`src/rtl/somador_dr_ctrl_if.sv`:
```
// Single-rail operand/result handshake between the clocked system and the
// dual-rail adder sequencer: master is the system side, slave is the sequencer.
interface somador_dr_ctrl_if #(
  parameter int N = 4
);
  logic         in_valid;
  logic         in_ready;
  logic [N-1:0] in_a;
  logic [N-1:0] in_b;
  logic         in_cin;
  logic         out_valid;
  logic         out_ready;
  logic [N-1:0] out_s;
  logic         out_cout;
  logic         out_err;

  modport master (
    output in_valid, in_a, in_b, in_cin, out_ready,
    input  in_ready, out_valid, out_s, out_cout, out_err
  );

  modport slave (
    input  in_valid, in_a, in_b, in_cin, out_ready,
    output in_ready, out_valid, out_s, out_cout, out_err
  );
endinterface

```
`src/rtl/somador_dr_ctrl.sv`:
```
// Clocked sequencer driving DATA/NULL wavefronts into an N-bit dual-rail adder.
// Optional watchdog: define SOMADOR_TIMEOUT_EN (adds parameter TIMEOUT_CYC).
module somador_dr_ctrl #(
  parameter int N = 4
`ifdef SOMADOR_TIMEOUT_EN
  , parameter int TIMEOUT_CYC = 255
`endif
) (
  input  logic             clk,
  input  logic             rst_n,
  somador_dr_ctrl_if.slave bus,
  output logic [2*N-1:0]   A,
  output logic [2*N-1:0]   B,
  output logic [1:0]       Cin,
  input  logic [2*N-1:0]   S,
  input  logic [1:0]       Cout
);

  typedef enum logic [1:0] {NULLW, IDLE, EVAL} state_t;

  state_t         state;
  logic [2*N-1:0] s_meta, s_sync;
  logic [1:0]     cout_meta, cout_sync;
  logic [2*N+1:0] rails;
  logic           complete, allnull, illegal;
  logic           complete_d, allnull_d;
  logic           done_ok, null_ok;
  logic [N-1:0]   sum_dec;
  logic           accept;
  logic           tmo_hit;

  // Rail pair per bit: low rail set means logical 1, high rail set means logical 0.
  function automatic logic [2*N-1:0] enc(input logic [N-1:0] x);
    logic [2*N-1:0] r;
    r = '0;
    for (int i = 0; i < N; i++) r[2*i +: 2] = {~x[i], x[i]};
    return r;
  endfunction

  assign rails = {cout_sync, s_sync};

  always_comb begin
    complete = 1'b1;
    allnull  = 1'b1;
    illegal  = 1'b0;
    sum_dec  = '0;
    for (int i = 0; i <= N; i++) begin
      if (rails[2*i +: 2] == 2'b00) complete = 1'b0;
      else                           allnull  = 1'b0;
      if (rails[2*i +: 2] == 2'b11) illegal = 1'b1;
    end
    for (int i = 0; i < N; i++) sum_dec[i] = s_sync[2*i];
  end

  // A wavefront only counts once it has been seen on two consecutive synced samples.
  assign done_ok = complete && complete_d;
  assign null_ok = allnull && allnull_d;

  assign bus.in_ready = (state == IDLE) && (!bus.out_valid || bus.out_ready);
  assign accept       = bus.in_valid && bus.in_ready;

`ifdef SOMADOR_TIMEOUT_EN
  localparam int CW = $clog2(TIMEOUT_CYC + 1);
  logic [CW-1:0] tmo_cnt;

  assign tmo_hit = (state != IDLE) && (tmo_cnt == CW'(TIMEOUT_CYC - 1));

  // Restarts on every state change and after each expiry so NULLW keeps re-arming.
  always_ff @(posedge clk or negedge rst_n) begin
    if (!rst_n)
      tmo_cnt <= '0;
    else if ((state == IDLE) || tmo_hit || ((state == NULLW) && null_ok) ||
             ((state == EVAL) && done_ok))
      tmo_cnt <= '0;
    else
      tmo_cnt <= tmo_cnt + CW'(1);
  end
`else
  assign tmo_hit = 1'b0;
`endif

  always_ff @(posedge clk or negedge rst_n) begin
    if (!rst_n) begin
      state         <= NULLW;
      A             <= '0;
      B             <= '0;
      Cin           <= '0;
      s_meta        <= '0;
      s_sync        <= '0;
      cout_meta     <= '0;
      cout_sync     <= '0;
      complete_d    <= 1'b0;
      allnull_d     <= 1'b0;
      bus.out_valid <= 1'b0;
      bus.out_s     <= '0;
      bus.out_cout  <= 1'b0;
      bus.out_err   <= 1'b0;
    end else begin
      s_meta     <= S;
      s_sync     <= s_meta;
      cout_meta  <= Cout;
      cout_sync  <= cout_meta;
      complete_d <= complete;
      allnull_d  <= allnull;

      if (bus.out_valid && bus.out_ready) bus.out_valid <= 1'b0;

      case (state)
        NULLW: begin
          if (null_ok) state <= IDLE;
        end
        IDLE: begin
          if (accept) begin
            A     <= enc(bus.in_a);
            B     <= enc(bus.in_b);
            Cin   <= {~bus.in_cin, bus.in_cin};
            state <= EVAL;
          end
        end
        EVAL: begin
          if (done_ok) begin
            bus.out_s     <= sum_dec;
            bus.out_cout  <= cout_sync[0];
            bus.out_err   <= illegal;
            bus.out_valid <= 1'b1;
            A             <= '0;
            B             <= '0;
            Cin           <= '0;
            state         <= NULLW;
          end else if (tmo_hit) begin
            bus.out_s     <= '0;
            bus.out_cout  <= 1'b0;
            bus.out_err   <= 1'b1;
            bus.out_valid <= 1'b1;
            A             <= '0;
            B             <= '0;
            Cin           <= '0;
            state         <= NULLW;
          end
        end
        default: state <= NULLW;
      endcase
    end
  end

endmodule

```
`src/flat_wrapper.sv`:
```
// flat-port wrapper written by rule: the top's interface ports become plain ports
module somador_dr_ctrl_flat 
#(
  parameter int N = 4

)
  (clk, rst_n, A, B, Cin, S, Cout, bus_in_valid, bus_in_a, bus_in_b, bus_in_cin, bus_out_ready, bus_in_ready, bus_out_valid, bus_out_s, bus_out_cout, bus_out_err);
  somador_dr_ctrl_if #(.N(N)) bus_i ();
  input  logic clk;
  input  logic rst_n;
  output logic [2*N-1:0] A;
  output logic [2*N-1:0] B;
  output logic [1:0] Cin;
  input  logic [2*N-1:0] S;
  input  logic [1:0] Cout;
  input wire logic [$bits(bus_i.in_valid)-1:0] bus_in_valid;
  input wire logic [$bits(bus_i.in_a)-1:0] bus_in_a;
  input wire logic [$bits(bus_i.in_b)-1:0] bus_in_b;
  input wire logic [$bits(bus_i.in_cin)-1:0] bus_in_cin;
  input wire logic [$bits(bus_i.out_ready)-1:0] bus_out_ready;
  output wire logic [$bits(bus_i.in_ready)-1:0] bus_in_ready;
  output wire logic [$bits(bus_i.out_valid)-1:0] bus_out_valid;
  output wire logic [$bits(bus_i.out_s)-1:0] bus_out_s;
  output wire logic [$bits(bus_i.out_cout)-1:0] bus_out_cout;
  output wire logic [$bits(bus_i.out_err)-1:0] bus_out_err;
  assign bus_i.in_valid = bus_in_valid;
  assign bus_i.in_a = bus_in_a;
  assign bus_i.in_b = bus_in_b;
  assign bus_i.in_cin = bus_in_cin;
  assign bus_i.out_ready = bus_out_ready;
  assign bus_in_ready = bus_i.in_ready;
  assign bus_out_valid = bus_i.out_valid;
  assign bus_out_s = bus_i.out_s;
  assign bus_out_cout = bus_i.out_cout;
  assign bus_out_err = bus_i.out_err;
  somador_dr_ctrl #(.N(N)) u_core (.clk(clk), .rst_n(rst_n), .bus(bus_i), .A(A), .B(B), .Cin(Cin), .S(S), .Cout(Cout));
endmodule
```
`config.mk`:
```
export PLATFORM = sky130hd
export DESIGN_NAME = somador_dr_ctrl_flat
export DESIGN_NICKNAME = d
export VERILOG_FILES = /design/src/rtl/somador_dr_ctrl_if.sv /design/src/rtl/somador_dr_ctrl.sv /design/src/flat_wrapper.sv
export SDC_FILE = /design/constraint.sdc
export NUM_CORES = 1
export LEC_CHECK = 0
export ABC_AREA = 1
export CORE_ASPECT_RATIO = 1.75
export CORE_UTILIZATION = 51
export DETAILED_ROUTE_END_ITERATION = 10
export PLACE_DENSITY = 0.94
export SYNTH_ARGS = -nofsm -noshare
export SYNTH_HDL_FRONTEND = slang
export SYNTH_SLANG_ARGS = --single-unit
```
`constraint.sdc`:
```
create_clock -name clk -period 3.1 [get_ports clk]
set_clock_uncertainty 0.1 [all_clocks]
set_input_delay 0.31 -clock clk [delete_from_list [all_inputs] [get_ports clk]]
set_output_delay 0.31 -clock clk [all_outputs]
set_load 0.01 [all_outputs]
```
**Word-level counts from Yosys, hierarchy flattened**

Cells that the tools add are included.
Widths: inputs -> output; s select.

- Eq/ne operators: 10
- Multiplexer cells: 29
- Bitwise gates (word level): 9
- Reductions and logical operators: 17

Operators by type and width:

| operator | count |
|---|---|
| $pmux 8 s2 | 2 |
| $mux 8 | 3 |
| $mux 1 | 18 |
| $eq 2x2->1 const B | 6 |
| $logic_not 2->1 | 6 |
| $not 1->1 | 9 |
| $mux 2 | 4 |
| $ne 2x1->1 const B | 3 |
| $pmux 2 s3 | 1 |
| $reduce_and 3->1 | 2 |
| $logic_and 1x1->1 | 5 |
| $pmux 2 s2 | 1 |
| $eq 2x1->1 const B | 1 |
| $reduce_and 2->1 | 1 |
| $reduce_bool 2->1 | 1 |
| $logic_not 1->1 | 1 |
| $logic_or 1x1->1 | 1 |

- Register bits: 49
- Logic and storage cells: 79

**Logic depth before layout (Yosys ltp)**

- Word-level depth: 9
- Gate-level depth with buffers: 8

**Worst setup path after synthesis**

No wires, ideal clock.

- Path kind: register -> register
- Start: reg u_core.bus.out_valid
- End: reg u_core.A[0]
- Setup time: 117 ps
- Arrival: 1,097 ps
- Required time: 2,883 ps
- Slack: 1,785 ps
- Cell stages (with the launch flop): 8
- Period minus slack after synthesis: 1,315 ps
- Cell sequence: dfrtp_1 > inv_1 > nor2_1 > nor2_4 > nand2_2 > clkinv_1 > nand2_1 > nand2_1

- Cells in the longest elaborated chain, start to end: 6

RTL lines:

| what | line | RTL |
|---|---|---|
| from (decl) | somador_dr_ctrl_if.sv:24 | `output in_ready, out_valid, out_s, out_cout, out_err` |
| from (signal assigned) | somador_dr_ctrl.sv:94 | `bus.out_valid <= 1'b0;` |
| from (signal assigned) | somador_dr_ctrl.sv:106 | `if (bus.out_valid && bus.out_ready) bus.out_valid <= 1'b0;` |
| from (signal assigned) | somador_dr_ctrl.sv:125 | `bus.out_valid <= 1'b1;` |
| $logic_not 1->1 | somador_dr_ctrl.sv:59 | `assign bus.in_ready = (state == IDLE) && (!bus.out_valid \|\| bus.out_ready);` |
| $logic_or 1x1->1 | somador_dr_ctrl.sv:59 |  |
| $logic_and 1x1->1 | somador_dr_ctrl.sv:59 |  |
| named net bus_in_ready | flat_wrapper.sv:21 | `output wire logic [$bits(bus_i.in_ready)-1:0] bus_in_ready;` |
| $logic_and 1x1->1 | somador_dr_ctrl.sv:60 | `assign accept = bus.in_valid && bus.in_ready;` |
| $ne 2x1->1 (no line) | - |  |
| $reduce_and 3->1 (no line) | - |  |
| to (signal assigned) | somador_dr_ctrl.sv:114 | `A <= enc(bus.in_a);` |
| to (decl) | somador_dr_ctrl.sv:12 | `output logic [2*N-1:0] A,` |

The timed path passes the listed nets, and every way through them passes these cells.
A chain may end at the register's enable or synchronous reset.

**Worst setup path in the final report**

- Start: reg u_core.state[1]
- End: out bus_in_ready

- Cells in the longest elaborated chain, start to end: 2

RTL lines:

| what | line | RTL |
|---|---|---|
| from (decl) | somador_dr_ctrl.sv:21 | `state_t state;` |
| from (signal assigned) | somador_dr_ctrl.sv:84 | `state <= NULLW;` |
| from (signal assigned) | somador_dr_ctrl.sv:110 | `if (null_ok) state <= IDLE;` |
| from (signal assigned) | somador_dr_ctrl.sv:117 | `state <= EVAL;` |
| $eq 2x1->1 | somador_dr_ctrl.sv:59 |  |
| $logic_and 1x1->1 | somador_dr_ctrl.sv:59 |  |
| to (decl) | flat_wrapper.sv:21 |  |

Every way passes these cells.

==> metrics.txt <==
status finished, final reports clean; RSZ-0062 raised after global routing no; Req. time, crit path 2.69 ns; first-pass GRT wire length approximately 5.5 mm; clk root buf clkbuf_8; final period utilization between 60% and 70%; post-route ant nets 0; fillers around 250; Avg WL per Cell 12.5 um; CP endpoint kind primary output; drt drc 0; Setup Crit Path Kind register to primary output; most frequent cells in the layout dfrtp_1, clkdlybuf4s50_1, nand2_1, nand3_1, inv_1; CTS buffer count 5; placed instance count approximately 260; Final Max Slew Viols 0; Max rail drop VDD 0.525 mV; vias per cell 5.01; antenna violations before repair 0; Post-CTS Setup Repair Bufs 0; Post-Place Cell Area approximately 0.0023 mm^2; I/O pin cnt a little under 50; Final Power roughly 0.002 W; final hold violations 0; Chip Width approximately 47 um; most common library cell in the layout ignoring fill and taps dfrtp_1; crit path max fanout 5; Vias approximately 1,300; post-synthesis net count 193; crit path time final about 2 ns; Clk Latency, worst-skew pair approximately 0.3 ns; Worst EP arrival 1.58 ns; port bufs 48; Setup-failing EPs final 0; Yosys reg bits between 40 and 50; die height between 80 and 90 um; placer's final routability congestion estimate approximately 0.75; row count 28; all-layer global routing usage 20.5%; HP Class primary input to asynchronous set/reset pin; Synth Area per Inst about 11 um^2; relative slew slack roughly a third; CTS tree done; DR iter-0 viols 33; startpoint types register; antenna fix cells 0; library cells used by synthesis 21; register area share after synthesis approximately two thirds; Max-Cap Viols 0; CTS Sinks 49; length of the first detailed-routing pass in iterations 4; Synth Cell Area ~0.0018 mm^2; DIE AREA about 0.0038 mm^2; core outline area 0.00340 mm^2; share of cells above drive strength 1 around a tenth; H-tree levels 2; # hold bufs at CTS 0; setup_tns 0 ns; largest net degree at the start of global routing 50; Design Area, Final roughly 0.0024 mm^2; Final Net Count roughly 240; Max Root-Sink Buffers 2; Post-Route WL approximately 3.3 mm; Cell Pwr Density approximately 820 mW/mm^2; fmax between 500 and 600 MHz; Post-DP HPWL about 2.4 mm; Yosys warning count 0; Synth Instances 170; leak pwr 1.17 nW; Area growth, synth to finish 31.0%; initial core utilization a little over half; PostCTS Resize Cnt 0; CTS clk-pin slew, worst paths around 0.09 ns; Storage cell area 0.00123 mm^2; fin cells 266; Worst Tran Pin Value a little over 1 ns; vias in the first global route ~1,300; Multi-input gate area 485 um^2; Remaining Overflow, GRT 0
[synthesized netlist by cell type]
master,count,share of area [%]
or2_0,6,2.0
clkbuf_8,2,1.5
o21ai_2,6,2.9
nor2_1,10,2.0
nand4_1,4,1.4
nand3_1,18,4.9
buf_6,3,1.8
nor2_2,1,0.34
nor3_1,1,0.27
nand2_1,45,9.2
inv_1,13,2.7
dfrtp_1,49,67
clkinv_1,1,0.20
o21ai_0,3,0.82
a21oi_1,1,0.27
nor2_4,1,0.61
and2_1,1,0.34
and3_1,1,0.34
inv_2,2,0.41
nand2_2,1,0.34
nand4_2,1,0.68
[cells by family after synthesis]
logic type / synth area share (%)
buffers and inverters: 6.62
and+or+nand+nor: 22.5
AOI/OAI and AO/OA: 3.96
DFF: 66.9
[final timing paths]
| kind | startpoint | to | slack (ns) | cells after the start |
|---|---|---|---|---|
| max in group asynchronous | rst_n | u_core.s_sync[6] | 2.20 | 1 |
| hold reg to reg | u_core.s_meta[0] | u_core.s_sync[0] | 0.25 | 0 |
| hold / removal | rst_n | u_core.A[1] | 0.08 | 1 |
| setup / recovery | u_core.state[1] | bus_in_ready | 1.11 | 4 |
| setup reg to reg | u_core.cout_sync[0] | u_core.bus.out_cout | 1.16 | 7 |
| min in group clk | u_core.s_meta[0] | u_core.s_sync[0] | 0.25 | 0 |
[metal layers]
metal  vias up  global-route usage (%)  share of wire, %
met4         0                    10.3               2.3
li1        640                       -                 -
met5         -                       0                 0
met3         8                    5.11               3.4
met1       639                    21.6                37
met2        45                    35.5                57
[worst max-delay path, cell delays in order (launching register included)]
cell             delay, ns
dfrtp_1               0.39
inv_1                 0.09
nand2_1               0.09
nor2_4                0.16
clkdlybuf4s50_1       0.56
[state kept, by name (all words and copies together) (netlist names)]
signal / count
u_core.state: 2
u_core.A: 8
u_core.B: 8
u_core.bus.out_err: 1
u_core.bus.out_s: 4
u_core.cout_sync: 2
u_core.Cin: 2
u_core.s_sync: 8
u_core.complete_d: 1
u_core.s_meta: 8
u_core.cout_meta: 2
u_core.allnull_d: 1
u_core.bus.out_valid: 1
u_core.bus.out_cout: 1
[power breakdown]
part / switching (W) / leakage, nW / internal (W)
logic: 0.000307 / 0.514 / 0.000367
clock network: 0.000222 / 0.0506 / 0.000169
registers: 0.0000901 / 0.604 / 0.000804
[per-stage QoR]
stage / setup WS [ns] / util (%) / hold slack [ns]
floorplan: 1.79 / - / -0.0856
global placement: 1.05 / 67.8 / 0.232
detailed placement: 0.984 / 67.8 / 0.236
CTS: 1.10 / 70.7 / 0.115
global route: 0.955 / 70.7 / 0.171
finish: 1.11 / 70.7 / 0.0792
[layout make-up]
type	instances	share of cell area (%)
Multi-Input combinational cell	100	20.2
Clock inverter	3	1.20
Tap cell	45	2.34
Timing Repair Buffer	48	19.8
Clock buffer	5	2.87
Inverter	16	2.50
Sequential cell	49	51.1
No activity file was read; power rests on OpenSTA's default activity.
